File: config.mk
export PLATFORM = sky130hd
export DESIGN_NAME = acq_wnd_gen_flat
export DESIGN_NICKNAME = d
export VERILOG_FILES = /design/src/rtl/acq_wnd_if.sv /design/src/rtl/acq_wnd_gen.sv /design/src/flat_wrapper.sv
export SDC_FILE = /design/constraint.sdc
export NUM_CORES = 1
export LEC_CHECK = 0
export ABC_AREA = 1
export CAP_MARGIN = 20
export CELL_PAD_IN_SITES_DETAIL_PLACEMENT = 0
export CELL_PAD_IN_SITES_GLOBAL_PLACEMENT = 1
export CORE_ASPECT_RATIO = 0.75
export CORE_MARGIN = 4
export CORE_UTILIZATION = 30
export DETAILED_ROUTE_END_ITERATION = 8
export PLACE_DENSITY = 0.71
export SLEW_MARGIN = 20
export SYNTH_ARGS = -nofsm -noshare
export SYNTH_HDL_FRONTEND = slang
export SYNTH_SLANG_ARGS = --single-unit
export TNS_END_PERCENT = 50
File: constraint.sdc
create_clock -name CLK -period 22.7 [get_ports CLK]
set_input_delay 5.675 -clock CLK [delete_from_list [all_inputs] [get_ports CLK]]
set_output_delay 5.675 -clock CLK [all_outputs]
set_load 0.02 [all_outputs]
File: src/rtl/acq_wnd_if.sv
// ACQ_WND control/status bundle between the pulse-sequencer registers and the window generator.
// ABORT is present only when ACQ_WND_GEN_ABORT_EN is defined.
interface acq_wnd_if #(
    parameter int unsigned DATABUS_WIDTH = 32
);
    localparam int unsigned DW = DATABUS_WIDTH;

    logic          START;
    logic [DW-1:0] ECHO_PERIOD;
    logic [DW-1:0] WND_DELAY;
    logic [DW-1:0] WND_WIDTH;
    logic [DW-1:0] NUM_ECHOES;
`ifdef ACQ_WND_GEN_ABORT_EN
    logic          ABORT;
`endif
    logic          ACQ_WND;
    logic          BUSY;
    logic          DONE;
    logic          CFG_ERR;
    logic [DW-1:0] ECHO_IDX;

    modport master (
        output START, ECHO_PERIOD, WND_DELAY, WND_WIDTH, NUM_ECHOES,
`ifdef ACQ_WND_GEN_ABORT_EN
        output ABORT,
`endif
        input  ACQ_WND, BUSY, DONE, CFG_ERR, ECHO_IDX
    );

    modport slave (
        input  START, ECHO_PERIOD, WND_DELAY, WND_WIDTH, NUM_ECHOES,
`ifdef ACQ_WND_GEN_ABORT_EN
        input  ABORT,
`endif
        output ACQ_WND, BUSY, DONE, CFG_ERR, ECHO_IDX
    );
endinterface

File: src/rtl/acq_wnd_gen.sv
// acq_wnd_gen: generates NUM_ECHOES acquisition windows, one per echo period, after START.
// Define ACQ_WND_GEN_ABORT_EN to add the ABORT input that cancels a run in progress.
module acq_wnd_gen #(
    parameter int unsigned DATABUS_WIDTH = 32
) (
    input logic      CLK,
    input logic      RESET,
    acq_wnd_if.slave bus
);
    localparam int unsigned DW = DATABUS_WIDTH;

    typedef enum logic [2:0] {IDLE, PRE, WND, POST, FIN} state_t;

    state_t        state_q, state_d;
    logic [DW-1:0] per_q, per_d;
    logic [DW-1:0] dly_q, dly_d;
    logic [DW-1:0] wid_q, wid_d;
    logic [DW-1:0] num_q, num_d;
    logic [DW-1:0] pcnt_q, pcnt_d;
    logic [DW-1:0] echo_idx_q, echo_idx_d;
    logic          acq_wnd_q, acq_wnd_d;
    logic          busy_q, busy_d;
    logic          done_q, done_d;
    logic          cfg_err_q, cfg_err_d;

    logic          cfg_ok;
    logic          abort;

    // Phase of the echo period for count t: before, inside, or after the window slot.
    function automatic state_t phase_of(input logic [DW-1:0] t,
                                        input logic [DW-1:0] d,
                                        input logic [DW-1:0] w);
        logic [DW:0] wnd_end;
        wnd_end = (DW+1)'(d) + (DW+1)'(w);
        if (t < d)
            return PRE;
        else if ((DW+1)'(t) < wnd_end)
            return WND;
        return POST;
    endfunction

    // Extra bit on the sum so huge delays cannot wrap into a false pass.
    assign cfg_ok = (bus.NUM_ECHOES != '0) && (bus.WND_WIDTH != '0) &&
                    (((DW+1)'(bus.WND_DELAY) + (DW+1)'(bus.WND_WIDTH)) <
                     (DW+1)'(bus.ECHO_PERIOD));

`ifdef ACQ_WND_GEN_ABORT_EN
    assign abort = bus.ABORT;
`else
    assign abort = 1'b0;
`endif

    always_comb begin
        state_d    = state_q;
        per_d      = per_q;
        dly_d      = dly_q;
        wid_d      = wid_q;
        num_d      = num_q;
        pcnt_d     = pcnt_q;
        echo_idx_d = echo_idx_q;
        acq_wnd_d  = 1'b0;
        busy_d     = busy_q;
        done_d     = 1'b0;
        cfg_err_d  = 1'b0;

        case (state_q)
            // FIN behaves as IDLE so a START on the DONE cycle launches the next run.
            IDLE, FIN: begin
                state_d = IDLE;
                if (bus.START) begin
                    if (cfg_ok) begin
                        per_d      = bus.ECHO_PERIOD;
                        dly_d      = bus.WND_DELAY;
                        wid_d      = bus.WND_WIDTH;
                        num_d      = bus.NUM_ECHOES;
                        pcnt_d     = '0;
                        echo_idx_d = '0;
                        busy_d     = 1'b1;
                        state_d    = phase_of('0, bus.WND_DELAY, bus.WND_WIDTH);
                    end else begin
                        cfg_err_d = 1'b1;
                    end
                end
            end
            PRE, WND, POST: begin
                if (abort) begin
                    state_d    = IDLE;
                    busy_d     = 1'b0;
                    echo_idx_d = '0;
                    pcnt_d     = '0;
                end else begin
                    // Output trails the phase by one edge: WND at count t means high after t+1.
                    acq_wnd_d = (state_q == WND);
                    if (pcnt_q == per_q - DW'(1)) begin
                        pcnt_d = '0;
                        if (echo_idx_q == num_q - DW'(1)) begin
                            state_d = FIN;
                            busy_d  = 1'b0;
                            done_d  = 1'b1;
                        end else begin
                            echo_idx_d = echo_idx_q + DW'(1);
                            state_d    = phase_of('0, dly_q, wid_q);
                        end
                    end else begin
                        pcnt_d  = pcnt_q + DW'(1);
                        state_d = phase_of(pcnt_q + DW'(1), dly_q, wid_q);
                    end
                end
            end
            default: state_d = IDLE;
        endcase
    end

    always_ff @(posedge CLK or posedge RESET) begin
        if (RESET) begin
            state_q    <= IDLE;
            per_q      <= '0;
            dly_q      <= '0;
            wid_q      <= '0;
            num_q      <= '0;
            pcnt_q     <= '0;
            echo_idx_q <= '0;
            acq_wnd_q  <= 1'b0;
            busy_q     <= 1'b0;
            done_q     <= 1'b0;
            cfg_err_q  <= 1'b0;
        end else begin
            state_q    <= state_d;
            per_q      <= per_d;
            dly_q      <= dly_d;
            wid_q      <= wid_d;
            num_q      <= num_d;
            pcnt_q     <= pcnt_d;
            echo_idx_q <= echo_idx_d;
            acq_wnd_q  <= acq_wnd_d;
            busy_q     <= busy_d;
            done_q     <= done_d;
            cfg_err_q  <= cfg_err_d;
        end
    end

    assign bus.ACQ_WND  = acq_wnd_q;
    assign bus.BUSY     = busy_q;
    assign bus.DONE     = done_q;
    assign bus.CFG_ERR  = cfg_err_q;
    assign bus.ECHO_IDX = echo_idx_q;
endmodule

File: src/flat_wrapper.sv
// flat-port wrapper written by rule: the top's interface ports become plain ports
module acq_wnd_gen_flat 
#(
    parameter int unsigned DATABUS_WIDTH = 32
)
  (CLK, RESET, bus_START, bus_ECHO_PERIOD, bus_WND_DELAY, bus_WND_WIDTH, bus_NUM_ECHOES, bus_ACQ_WND, bus_BUSY, bus_DONE, bus_CFG_ERR, bus_ECHO_IDX);
  acq_wnd_if #(.DATABUS_WIDTH(DATABUS_WIDTH)) bus_i ();
  input logic CLK;
  input logic RESET;
  input wire logic [$bits(bus_i.START)-1:0] bus_START;
  input wire logic [$bits(bus_i.ECHO_PERIOD)-1:0] bus_ECHO_PERIOD;
  input wire logic [$bits(bus_i.WND_DELAY)-1:0] bus_WND_DELAY;
  input wire logic [$bits(bus_i.WND_WIDTH)-1:0] bus_WND_WIDTH;
  input wire logic [$bits(bus_i.NUM_ECHOES)-1:0] bus_NUM_ECHOES;
  output wire logic [$bits(bus_i.ACQ_WND)-1:0] bus_ACQ_WND;
  output wire logic [$bits(bus_i.BUSY)-1:0] bus_BUSY;
  output wire logic [$bits(bus_i.DONE)-1:0] bus_DONE;
  output wire logic [$bits(bus_i.CFG_ERR)-1:0] bus_CFG_ERR;
  output wire logic [$bits(bus_i.ECHO_IDX)-1:0] bus_ECHO_IDX;
  assign bus_i.START = bus_START;
  assign bus_i.ECHO_PERIOD = bus_ECHO_PERIOD;
  assign bus_i.WND_DELAY = bus_WND_DELAY;
  assign bus_i.WND_WIDTH = bus_WND_WIDTH;
  assign bus_i.NUM_ECHOES = bus_NUM_ECHOES;
  assign bus_ACQ_WND = bus_i.ACQ_WND;
  assign bus_BUSY = bus_i.BUSY;
  assign bus_DONE = bus_i.DONE;
  assign bus_CFG_ERR = bus_i.CFG_ERR;
  assign bus_ECHO_IDX = bus_i.ECHO_IDX;
  acq_wnd_gen #(.DATABUS_WIDTH(DATABUS_WIDTH)) u_core (.CLK(CLK), .RESET(RESET), .bus(bus_i));
endmodule
Word-level counts from Yosys, hierarchy flattened
Cells that the tools add are included.
{"block": "classes", "n_eq_ne": 11, "n_lt_le_gt_ge": 7, "n_reduce_logical": 12, "n_addsub": 6, "n_mux": 47}
{"cell": "32-bit 2-to-1 mux", "count": 5}
{"cell": "32-bit one-hot mux with 2 select lines", "count": 2}
{"cell": "32-bit by 32-bit adder with 33-bit output", "count": 2}
{"cell": "1-bit by 33-bit < comparator with 1-bit output (first input constant)", "count": 2}
{"cell": "32-bit by 1-bit adder with 32-bit output (second input constant)", "count": 2}
{"cell": "32-bit == test", "count": 2}
{"cell": "1-bit by 32-bit < comparator with 1-bit output (first input constant)", "count": 2}
{"cell": "32-bit nonzero test", "count": 2}
{"cell": "32-bit by 1-bit subtractor with 32-bit output (second input constant)", "count": 2}
{"cell": "3-bit 2-to-1 mux", "count": 13}
{"cell": "32-bit by 33-bit < comparator with 1-bit output", "count": 1}
{"cell": "33-bit by 32-bit < comparator with 1-bit output", "count": 1}
{"cell": "32-bit < comparator", "count": 1}
{"cell": "1-bit 2-to-1 mux", "count": 25}
{"cell": "5-bit AND reduction", "count": 2}
{"cell": "3-bit by 2-bit == test with 1-bit output (second input constant)", "count": 2}
{"cell": "2-bit by 1-bit inequality test with 1-bit output (second input constant)", "count": 3}
{"cell": "3-bit one-hot mux with 2 select lines", "count": 1}
{"cell": "3-bit AND reduction", "count": 2}
{"cell": "2-bit inequality test (second input constant)", "count": 2}
{"cell": "3-bit by 1-bit == test with 1-bit output (second input constant)", "count": 1}
{"cell": "3-bit == test (second input constant)", "count": 1}
{"cell": "3-bit zero test", "count": 1}
{"cell": "3-bit OR reduction", "count": 1}
{"cell": "4 further kinds", "count": 5}
{"block": "word_totals", "reg_bits": 199, "out_inout_bits": 36, "inputBits": 131, "word_cells": 94}

Logic depth before layout (Yosys ltp)
Gate-level depths: netlist (run 1).
{"block": "depth", "word_depth": 11, "depth_mapped": 32, "ltp_nobuf": 30}

Least setup slack after synthesis (run 1)
Ideal clock, no wire load.
{"block": "synth_path", "path_kind": "in2reg", "startpoint": "in bus_WND_WIDTH[0]", "endpoint": "reg u_core.per_q[29]", "stages": 28, "t_arrival_ns": 8.811, "required_ns": 22.567, "path_slack_ns": 13.756, "setup_time_ns": 0.133, "path_buffers": 2, "path_cell_list": "ha_1 -> fa_1 -> nand3_1 -> nand3_1 -> nand2_1 -> nand2_1 -> nand2_1 -> nand2_1 -> xnor2_1 -> inv_1 -> ha_1 -> nand2_1 -> nor2_1 -> inv_1 -> a21oi_1 -> nor2_1 -> nand3_1 -> nand2_1 -> nand2_1 -> nand2_1 -> nand2_1 -> nand2_1 -> nand2_1 -> nand2_1 -> nand3_1 -> clkbuf_1 -> clkbuf_1 -> o21ai_0"}
{"block": "synth_via", "elab_chain_len": 4, "elab_cells_between_ends": 6, "cone_classes": "1 x add/sub; 1 x order compare; 4 x reduce/logical"}
{"element": "from (decl)", "line_no": "flat_wrapper.sv:13", "source": "input wire logic [$bits(bus_i.WND_WIDTH)-1:0] bus_WND_WIDTH;"}
{"element": "32-bit by 32-bit adder with 33-bit output / 32-bit nonzero test (equally long branches)", "line_no": "acq_wnd_gen.sv:44, acq_wnd_gen.sv:43"}
{"element": "33-bit by 32-bit < comparator with 1-bit output / 1-bit logical AND (equally long branches)", "line_no": "acq_wnd_gen.sv:44, acq_wnd_gen.sv:43"}
{"element": "1-bit logical AND (*)", "line_no": "acq_wnd_gen.sv:43", "source": "assign cfg_ok = (bus.NUM_ECHOES != '0) && (bus.WND_WIDTH != '0) &&"}
{"element": "3-bit AND reduction (no source line) (*)"}
{"element": "to (signal assigned)", "line_no": "acq_wnd_gen.sv:129", "source": "per_q <= per_d;"}
{"element": "to (decl)", "line_no": "acq_wnd_gen.sv:15", "source": "logic [DW-1:0] per_q, per_d;"}
Every way passes the cells marked *; elsewhere a longest branch is shown, timed or not.
A chain may end at the register's enable or synchronous reset.

Worst setup path after layout (run 1)
{"block": "layout_path", "startpoint": "in bus_WND_WIDTH[0]", "endpoint": "reg u_core.dly_q[8]"}
{"block": "layout_via", "elab_chain_len": 4, "elab_cells_between_ends": 6, "cone_classes": "1 x add/sub; 1 x order compare; 4 x reduce/logical"}
{"element": "32-bit by 32-bit adder with 33-bit output / 32-bit nonzero test (equally long branches)", "line_no": "acq_wnd_gen.sv:44, acq_wnd_gen.sv:43"}
{"element": "33-bit by 32-bit < comparator with 1-bit output / 1-bit logical AND (equally long branches)", "line_no": "acq_wnd_gen.sv:44, acq_wnd_gen.sv:43"}
{"element": "1-bit logical AND (*)", "line_no": "acq_wnd_gen.sv:43"}
{"element": "3-bit AND reduction (no source line) (*)"}
{"element": "to (signal assigned)", "line_no": "acq_wnd_gen.sv:130", "source": "dly_q <= dly_d;"}
{"element": "to (decl)", "line_no": "acq_wnd_gen.sv:16", "source": "logic [DW-1:0] dly_q, dly_d;"}
Marked as above.

==> results of run 1 <==
## power breakdown
group          total, mW  switching, mW  internal, mW
Combinational      0.157         0.0999        0.0567
Sequential         0.354              0         0.354
Clock              0.344          0.188         0.156
Total              0.855          0.288         0.566
## cells in the final DEF, fill, tap and decap left out, types with 9 or more instances in the layout
master / count
a21oi_1: 102
clkbuf_16: 17
clkdlybuf4s50_1: 166
dfrtp_1: 199
ha_1: 161
inv_1: 461
nand2_1: 1013
nand3_1: 175
nand3b_1: 23
nand4_1: 43
nor2_1: 315
nor2_2: 9
nor3_1: 54
nor3b_1: 10
nor4_1: 43
o21ai_0: 135
o21bai_1: 13
o22ai_1: 19
xnor2_1: 38
xor2_1: 118
## flip-flops by register name, indices dropped and copies added, names as in the netlist
name and cells:
u_core.num_q 32, u_core.dly_q 32, u_core.per_q 32, u_core.bus.ECHO_IDX 32, u_core.wid_q 32, u_core.bus.BUSY 1
u_core.bus.ACQ_WND 1, u_core.bus.DONE 1, u_core.pcnt_q 32, u_core.state_q 3, u_core.bus.CFG_ERR 1
## per-stage QoR
stage | cell area (sq um) | cells | setup WS (ns) | util [%] | hold slack [ns]
2_1_floorplan | 19210 | 3048 | 11.60 | - | 0.4079
6_report | 22410 | 4060 | 11.82 | 35.31 | 0.4426
3_5_place_dp | 21760 | 4028 | 11.29 | 34.29 | 0.4261
5_1_grt | 22410 | 4060 | 11.37 | 35.31 | 0.4560
3_3_place_gp | 21760 | 4028 | 11.20 | 34.29 | 0.4246
4_1_cts | 22400 | 4060 | 11.86 | 35.30 | 0.4402
## worst reg2reg max path, delay by kind of cell (launching register included)
family	cells	cell delay [ns]
XOR/XNOR	1	0.18
adder cells (fa/ha/maj)	1	0.31
buffers and inverters	3	0.28
AO/OA/AOI/OAI	2	0.22
AND/OR/NAND/NOR	16	2.79
flip-flops	1	0.48
## layout make-up
type                    count  share of cell area (%)
well taps                 861                   4.808
clock inverters            15                  0.9772
repair buffers            173                   7.667
inverters                 468                   7.896
multi-input cells        2327                   54.53
flip-flops and latches    199                   22.22
clock buffers              17                   1.898
## cells by family after synthesis
kind of cell / count (synthesis)
AND/OR/NAND/NOR: 1717
adder cells (fa/ha/maj): 163
AO/OA/AOI/OAI: 291
XOR/XNOR: 156
buffers and inverters: 522
flip-flops: 199
## path summary, 6_finish.rpt
| kind | to | from | cells after the start |
|---|---|---|---|
| min in group asynchronous | u_core.bus.ECHO_IDX[0] | RESET | 2 |
| max in group asynchronous | u_core.dly_q[30] | RESET | 3 |
| hold reg to reg | u_core.bus.ACQ_WND | u_core.state_q[2] | 1 |
| hold / removal | u_core.bus.ACQ_WND | u_core.state_q[2] | 1 |
| setup reg to reg | u_core.state_q[0] | u_core.pcnt_q[0] | 23 |
| setup / recovery | u_core.dly_q[8] | bus_WND_WIDTH[0] | 27 |
## cells in the mapped netlist, drive strengths merged (3+ instances only)
cell       n  area share, %
nand2   1020             20
inv      466            9.1
nor2     329            6.7
dfrtp    199             26
nand3    177            4.7
ha       161             10
o21ai    141            3.7
xor2     118            5.4
a21oi    103            2.7
nor3      55            1.5
nand4     43            1.4
nor4      43            1.4
xnor2     38            1.7
buf       27           0.88
clkbuf    27           0.53
nand3b    23           0.90
o22ai     19           0.62
o21bai    13           0.51
nor3b     10           0.39
a211oi     6           0.23
and2       6           0.20
a21o       4           0.16
or2        4           0.13
and3       3          0.098
or4        3           0.12
## routing by layer
| metal | vias up | wire, microns | GRT usage, % |
|---|---|---|---|
| met4 | 0 | 1180 | 4.805 |
| met1 | 8960 | 38990 | 33.96 |
| met5 | - | 0 | 0 |
| met3 | 52 | 4561 | 3.642 |
| li1 | 9959 | - | - |
| met2 | 529 | 28220 | 29.64 |
==> metrics, run 1 <==
number of global-route vias before repair about 18,000; GRT Residual Overflow 0; Final HPWL DP between 60,000 and 70,000 microns; WL final 72,950 microns; CP endpoint kind flop; Antenna Violating Nets Remaining 0; Synth Area in Compound Gates under 10%; Max VDD drop 0.06410 mV; syn nets 3,342; final setup vio count 0; RSZ-0062 raised after global routing false; routed len/inst 17.97 microns; P per Cell Area between 30 and 40 nW/um^2; Hold Vio Cnt, Final 0; Cell Rows 80; Synth Area in XOR/XNOR 7.111%; largest family of logic cells by synthesized area simple AND/OR/NAND/NOR gates; Initial Utilization between 30% and 40%; Worst Setup Start Kind input port; Fill cells 7,082; Cells after Synth approximately 3,000; Ys Warns 0; mux contribution to synthesized area 0%; Core Footprint 63,460 sq um; die area 68,200 sq um; status finished, final reports clean; Synth Area in Simple Gates about 38%; Syn Area/Cell 6.304 sq um; Worst path slowest cell buf_4; DIE HEIGHT about 230 microns; nets@finish about 3,500; Worst Clk Skew roughly 0.028 ns; largest net degree at the start of global routing around 110; post-CTS setup buffer count 0; TritonCTS clock tree done; Syn-to-layout area delta 16.63%; Slew @ Worst Pin 1.023 ns; register area 4980 sq um; CP max FO between 90 and 100; Post-CTS Resized 0; Worst Path Arrival 11.30 ns; port buffer count approximately 170; Worst EP required 23.12 ns; via count around 20,000; cell repeated most along the worst path nand2_1; sequential share of the synthesized area roughly a quarter; DRT iter0 DRCs 1,749; Seq cells post-synth 199; worst min path class reg2reg; # diodes 0; H-tree Lvls 4; DIE WIDTH about 300 microns; DR vias/cell approximately 4.8; adder-cell share of the synthesized area 10.69%; Inserted Clock Buffers 17; first-pass GRT wire length 111,600 microns; GP Congestion 0.9735; CTS Sinks slightly below 200; multi-input logic area ~12,000 sq um; Primary FF master, synth dfrtp_1; worst skew pair latency 0.52 ns; critical path type in2reg; Final Slew Violations 0; initial antenna violation count 0; Post-CTS Hold Buffers 0; number of synthesized flops with an enable pin 0; CTS max path bufs 2; worst slew margin relative to its limit approximately 31%; GRT Overall Usage 21.39%; Ports 167; total power 854.7 uW; root buf cell clkbuf_16; fmax 91.88 MHz; Reg clk slew, reported paths 0.09 ns; Post-Route Setup TNS 0 ns; worst path bufs/invs 3; DRT Pass-1 Iters 6; Netlist Area Pre-Place between 15,000 and 20,000 sq um; CP max stage delay 0.81 ns; # DRC 0; final worst-path cycle share 47.95%; Worst R2R Setup Slack 18.36 ns; LEAKAGE 12.14 nW; min Tclk post-route between 10 and 15 ns; Worst path top cell family by delay simple AND/OR/NAND/NOR gates; post-synth cell types 45; Async SR Flop Fraction 100.0%; max-cap viol count 0; share of layout cells above drive strength 1 2.251%
(Power assumes the default switching activity.)
==> inputs of run 2 (changes only) <==
Settings changed: PLACE_DENSITY 0.71 to 0.73.
Clock period 22.7 ns to 9.69 ns, I/O delays scaled along.
==> run 2 against run 1 <==
  * Sequential cell count unchanged
  * Sequential power rose by 130%
  * Design area barely moved
  * Non-clock buffer count grew 1
  * Combinational power up 130%
  * Critical path depth fell by 1
  * Worst setup slack got worse by 9.5 ns
  * Via count fell by 0.30%
  * First-iteration DRC count rose by 7.5%
  * Clock skew is 0.014 ns lower
  * Clock-buffer cell count up 2
  * Final cell count is essentially flat
  * Largest cell class unchanged
==> metrics, run 2 (synthesis gave the netlist of run 1 again) <==
total power 1.999 mW (was 854.7 uW); DIE WIDTH 300.2 microns (unchanged); post-CTS setup buffer count 0 (unchanged); commonest non-fill, non-tap cells in the layout 1,013 x nand2_1, 461 x inv_1, 315 x nor2_1 (unchanged); Final Slew Violations 0 (unchanged); Slew @ Worst Pin 1.094 ns (was 1.023 ns); root buf cell clkbuf_16 (unchanged); Post-Layout Cell Count 4,061 (was 4,060); min Tclk post-route 7.387 ns; port buffer count 166 (unchanged); final instance area 22,390 sq um (was 22,410 sq um); most common cell after layout, fill and taps aside nand2_1 (unchanged); share of layout cells above drive strength 1 2.281% (was 2.251%); die area 68,200 sq um (unchanged); Ports 167 (unchanged); Worst EP required 10.07 ns (was 23.12 ns); Placed Area 21,780 sq um (was 21,760 sq um); TritonCTS clock tree done (unchanged); Post-CTS Resized 0 (unchanged); H-tree Lvls 4 (unchanged); initial antenna violation count 0 (unchanged); Initial Utilization 30.28% (unchanged); Internal 1.364 mW (was 566.5 uW); CP max stage delay 0.61 ns (was 0.81 ns); CP max FO 95 (was 99); Core Footprint 63,460 sq um (unchanged); P per Cell Area 89.27 nW/um^2 (was 38.14 nW/um^2); Antenna Violating Nets Remaining 0 (unchanged); Clk pwr share 40.1% (was 40.2%); GP Congestion 0.9231 (was 0.9735); number of global-route vias before repair 17,960 (was 18,050); nets@finish 3,481 (was 3,480); critical path type in2reg (unchanged); DRT Pass-1 Iters 6 (unchanged); fmax 135.4 MHz; CTS max path bufs 2 (unchanged); first-pass GRT wire length 110,200 microns (was 111,600 microns); hold_ws 0.4332 ns (was 0.4426 ns); CP endpoint kind flop (unchanged); Gate power share 18.4% (was 18.3%); Max VDD drop 0.1267 mV (was 0.06410 mV); # DRC 0 (unchanged); Worst Clk Skew 0.01429 ns (was 0.02809 ns); GRT Residual Overflow 0 (unchanged); Inserted Clock Buffers 17 (unchanged); cell repeated most along the worst path nand2_1 (unchanged); Post-CTS Hold Buffers 0 (unchanged); Critical Path Stages 26 (was 27); Cell Rows 80 (unchanged); Worst Hold Depth 1 (unchanged); final worst-path cycle share 76.23%; Post-Route Setup TNS 0 ns (unchanged); routed len/inst 17.89 microns (was 17.97 microns); LEAKAGE 12.13 nW (was 12.14 nW); Reg power frac 41.5% (was 41.4%); Syn-to-layout area delta 16.53% (was 16.63%); worst slew margin relative to its limit 26.43% (was 31.19%); Psw 634.5 uW (was 288.2 uW); DRT iter0 DRCs 1,880 (was 1,749); DR vias/cell 4.787 (was 4.803); Worst path slowest cell inv_4 (was buf_4); Inst Count DP 4,029 (was 4,028); largest net degree at the start of global routing 96 (was 113); worst min path class reg2reg (unchanged); max-cap viol count 0 (unchanged); switching part of the total power 31.75% (was 33.72%); RSZ-0062 raised after global routing false (unchanged); GRT Overall Usage 21.14% (was 21.39%); # diodes 0 (unchanged); worst skew pair latency 0.51 ns (was 0.52 ns); worst path bufs/invs 3 (unchanged); Reg clk slew, reported paths 0.09 ns (about the same); final setup vio count 0 (unchanged); Worst Setup Start Kind input port (unchanged); Hold Vio Cnt, Final 0 (unchanged); status finished, final reports clean (unchanged); Worst Path Arrival 7.76 ns (was 11.30 ns); cell count of the worst reg-to-reg path 23 (unchanged); via count 19,440 (was 19,500); WL final 72,670 microns (was 72,950 microns); CTS Sinks 199 (unchanged); Worst path top cell family by delay simple AND/OR/NAND/NOR gates (unchanged); Final HPWL DP 60,550 microns (was 60,790 microns); DIE HEIGHT 227.2 microns (unchanged)
-- run 2: stage by stage --
stage / utilization, % / worst slack, ns
after floorplan: - / 1.842
after global placement: 34.32 / 1.806
after detailed placement: 34.32 / 1.863
after CTS: 35.28 / 2.396
after global routing: 35.28 / 1.806
final: 35.28 / 2.303
-- run 2: worst paths after layout --
path,start,end,slack (ns)
worst min register to register,u_core.state_q[2],u_core.bus.ACQ_WND,0.43
worst max-delay path,bus_WND_WIDTH[0],u_core.dly_q[6],2.30
max in group asynchronous,RESET,u_core.bus.BUSY,5.97
min in group asynchronous,RESET,u_core.pcnt_q[1],2.33
worst min-delay path,u_core.state_q[2],u_core.bus.ACQ_WND,0.43
worst max register to register,u_core.pcnt_q[0],u_core.state_q[0],5.05
-- run 2: area by class of cell --
| class | count | area (sq um) |
|---|---|---|
| fillers | 7085 | 41070 |
| multi-input cells | 2327 | 12220 |
| flip-flops and latches | 199 | 4980 |
| inverters | 468 | 1769 |
| repair buffers | 174 | 1734 |
| well taps | 861 | 1077 |
| clock buffers | 19 | 452.9 |
| clock inverters | 13 | 157.7 |
-- run 2: layer usage --
layer,global-route usage (%),part of all wire [%]
met1,33.78,53
met2,28.60,38
met3,3.890,6.1
met4,5.252,1.9
met5,0,0
-- run 2: power groups by stage --
stage / sequential [mW] / clock [mW] / combinational, mW
after global routing: 0.830 / 0.844 / 0.407
after global placement: 0.846 / 0 / 0.364
after detailed placement: 0.846 / 0 / 0.364
final: 0.830 / 0.802 / 0.367
after CTS: 0.830 / 0.815 / 0.366
after floorplan: 0.846 / 0 / 0.195
==> inputs of run 3 (changes only) <==
Settings changed: PLACE_DENSITY 0.73 to 0.71.
Clock period 9.69 ns to 6.98 ns, I/O delays scaled along.
==> run 3 against run 2 <==
  * Sequential cell count is the same
  * Core utilization grew 0.33 points
  * Combinational power grew 42%
  * Routed wire length grew 0.69%
  * Sequential share of layout area shrank 0.20 points
==> metrics, run 3 (synthesis gave the netlist of run 1 again) <==
Syn-to-layout area delta 17.62% (was 16.53%); most common cell after layout, fill and taps aside nand2_1 (unchanged); worst skew pair latency 0.52 ns (was 0.51 ns); CP endpoint kind flop (unchanged); Fill cells 7,022 (was 7,085); die area 68,200 sq um (unchanged); final worst-path cycle share 85.11%; Core Footprint 63,460 sq um (unchanged); first-pass GRT wire length 111,800 microns (was 110,200 microns); max-cap viol count 0 (unchanged); nets@finish 3,494 (was 3,481); DIE HEIGHT 227.2 microns (unchanged); GRT Residual Overflow 0 (unchanged); CTS Sinks 199 (unchanged); # diodes 0 (unchanged); Reg clk slew, reported paths 0.09 ns (about the same); Final Slew Violations 0 (unchanged); cell repeated most along the worst path nand2_1 (unchanged); GP Congestion 0.9910 (was 0.9231); Worst Setup Start Kind input port (unchanged); GRT Overall Usage 21.55% (was 21.14%); Post-Route Setup TNS 0 ns (unchanged); Worst EP required 7.41 ns (was 10.07 ns); LEAKAGE 12.23 nW (was 12.13 nW); Worst Hold Depth 1 (unchanged); Ports 167 (unchanged); post-CTS setup buffer count 0 (unchanged); DRT Pass-1 Iters 5 (was 6); routed wl met3 5794 microns (was 4465 microns); Critical Path Stages 27 (was 26); routed len/inst 17.96 microns (was 17.89 microns); initial antenna violation count 0 (unchanged); final worst slack 1.039 ns (was 2.303 ns); TritonCTS clock tree done (unchanged); P per Cell Area 124.1 nW/um^2 (was 89.27 nW/um^2); worst slew margin relative to its limit 38.52% (was 26.43%); Cell Rows 80 (unchanged); Post-CTS Resized 0 (unchanged); worst min path class reg2reg (unchanged); critical path type in2reg (unchanged); fmax 168.3 MHz; status finished, final reports clean (unchanged); number of global-route vias before repair 18,220 (was 17,960); share of layout cells above drive strength 1 2.677% (was 2.281%); Hold Vio Cnt, Final 0 (unchanged); DIE WIDTH 300.2 microns (unchanged); min Tclk post-route just under 6 ns; top layer in use met4 (unchanged); port buffer count 166 (unchanged); # DRC 0 (unchanged); Worst path slowest cell fa_1 (was inv_4); hold_ws 0.4488 ns (was 0.4332 ns); WL final 73,170 microns (was 72,670 microns); Inserted Clock Buffers 17 (unchanged); wire length on met1 38,020 microns (was 38,850 microns); Worst path top cell family by delay simple AND/OR/NAND/NOR gates (unchanged); Final HPWL DP 61,380 microns (was 60,550 microns); worst path bufs/invs 4 (was 3); Worst Path Arrival 6.37 ns (was 7.76 ns); Antenna Violating Nets Remaining 0 (unchanged); root buf cell clkbuf_16 (unchanged); multi-input logic area 12,220 sq um (unchanged); Worst Clk Skew 0.01981 ns (was 0.01429 ns); DRT iter0 DRCs 1,657 (was 1,880); cell count of the worst reg-to-reg path 26 (was 23); DR vias/cell 4.766 (was 4.787); RSZ-0062 raised after global routing false (unchanged); register area 4980 sq um (unchanged); dpl ws 0.6152 ns (was 1.863 ns); CTS max path bufs 2 (unchanged); Initial Utilization 30.28% (unchanged); final setup vio count 0 (unchanged); total power 2.805 mW (was 1.999 mW); H-tree Lvls 4 (unchanged); Slew @ Worst Pin 0.9202 ns (was 1.094 ns); CP max stage delay 0.48 ns (was 0.61 ns); via count 19,420 (was 19,440); Max VDD drop 0.2060 mV (was 0.1267 mV); WL met2 28,050 microns (was 27,960 microns); largest net degree at the start of global routing 119 (was 96); commonest non-fill, non-tap cells in the layout 1,013 x nand2_1, 461 x inv_1, 315 x nor2_1 (unchanged); CP max FO 23 (was 95); Post-CTS Hold Buffers 0 (unchanged)
-- run 3: changes by cell type in the layout (fill, tap and decap cells not counted), sizes merged --
| cell | change |
|---|---|
| clkbuf | -2 |
| bufinv | -2 |
| inv | +2 |
| clkinvlp | -1 |
| buf | +13 |
| clkinv | +3 |
-- run 3: worst register-to-register path, stage by stage (launching register included) --
cell       delay [ns]
dfrtp_1          0.49
ha_1             0.23
nand2_1          0.07
nor2_1           0.21
nand3_1          0.14
inv_1            0.10
nand3_1          0.08
nor3_1           0.21
nand3_1          0.13
nor2_1           0.22
nand2_1          0.22
nor2_1           0.21
nand2_1          0.09
xor2_1           0.20
inv_1            0.12
ha_1             0.29
nand2_1          0.06
inv_1            0.07
nand3_1          0.06
nor3_1           0.31
nand2_1          0.11
o2111ai_1        0.14
a21oi_1          0.08
nor2_1           0.18
nand2_1          0.07
nand3_1          0.14
nand2_1          0.11
-- run 3: path summary, 6_finish.rpt --
| path | start | to | slack [ns] |
|---|---|---|---|
| worst max-delay path | bus_WND_DELAY[0] | u_core.dly_q[6] | 1.04 |
| worst max register to register | u_core.pcnt_q[0] | u_core.state_q[0] | 2.52 |
| worst min register to register | u_core.state_q[0] | u_core.bus.ACQ_WND | 0.45 |
| max in group asynchronous | RESET | u_core.dly_q[0] | 4.14 |
| min in group asynchronous | RESET | u_core.bus.ECHO_IDX[0] | 1.70 |
| worst min-delay path | u_core.state_q[0] | u_core.bus.ACQ_WND | 0.45 |
-- run 3: routing by layer --
metal	vias to the layer above	GRT usage [%]
met5	-	0
li1	9970	-
met1	8859	33.32
met2	531	29.33
met3	55	5.539
met4	0	5.298
-- run 3: layout make-up --
| type | count | area share [%] |
|---|---|---|
| Sequential cell | 199 | 22.04 |
| Timing Repair Buffer | 187 | 8.438 |
| Tap cell | 861 | 4.767 |
| Multi-Input combinational cell | 2327 | 54.07 |
| Inverter | 468 | 7.812 |
| Clock inverter | 15 | 0.9911 |
| Clock buffer | 17 | 1.883 |
-- run 3: power breakdown --
group	internal, mW	switching (mW)
registers	1.15	0
clock network	0.507	0.626
logic	0.185	0.335
total	1.84	0.961
-- run 3: per-stage QoR --
| step | instance area (sq um) | util (%) | instances |
|---|---|---|---|
| 2_1_floorplan | 19220 | - | 3048 |
| 3_3_place_gp | 21950 | 34.59 | 4042 |
| 3_5_place_dp | 21950 | 34.59 | 4042 |
| 4_1_cts | 22600 | 35.61 | 4074 |
| 5_1_grt | 22600 | 35.61 | 4074 |
| 6_report | 22600 | 35.61 | 4074 |
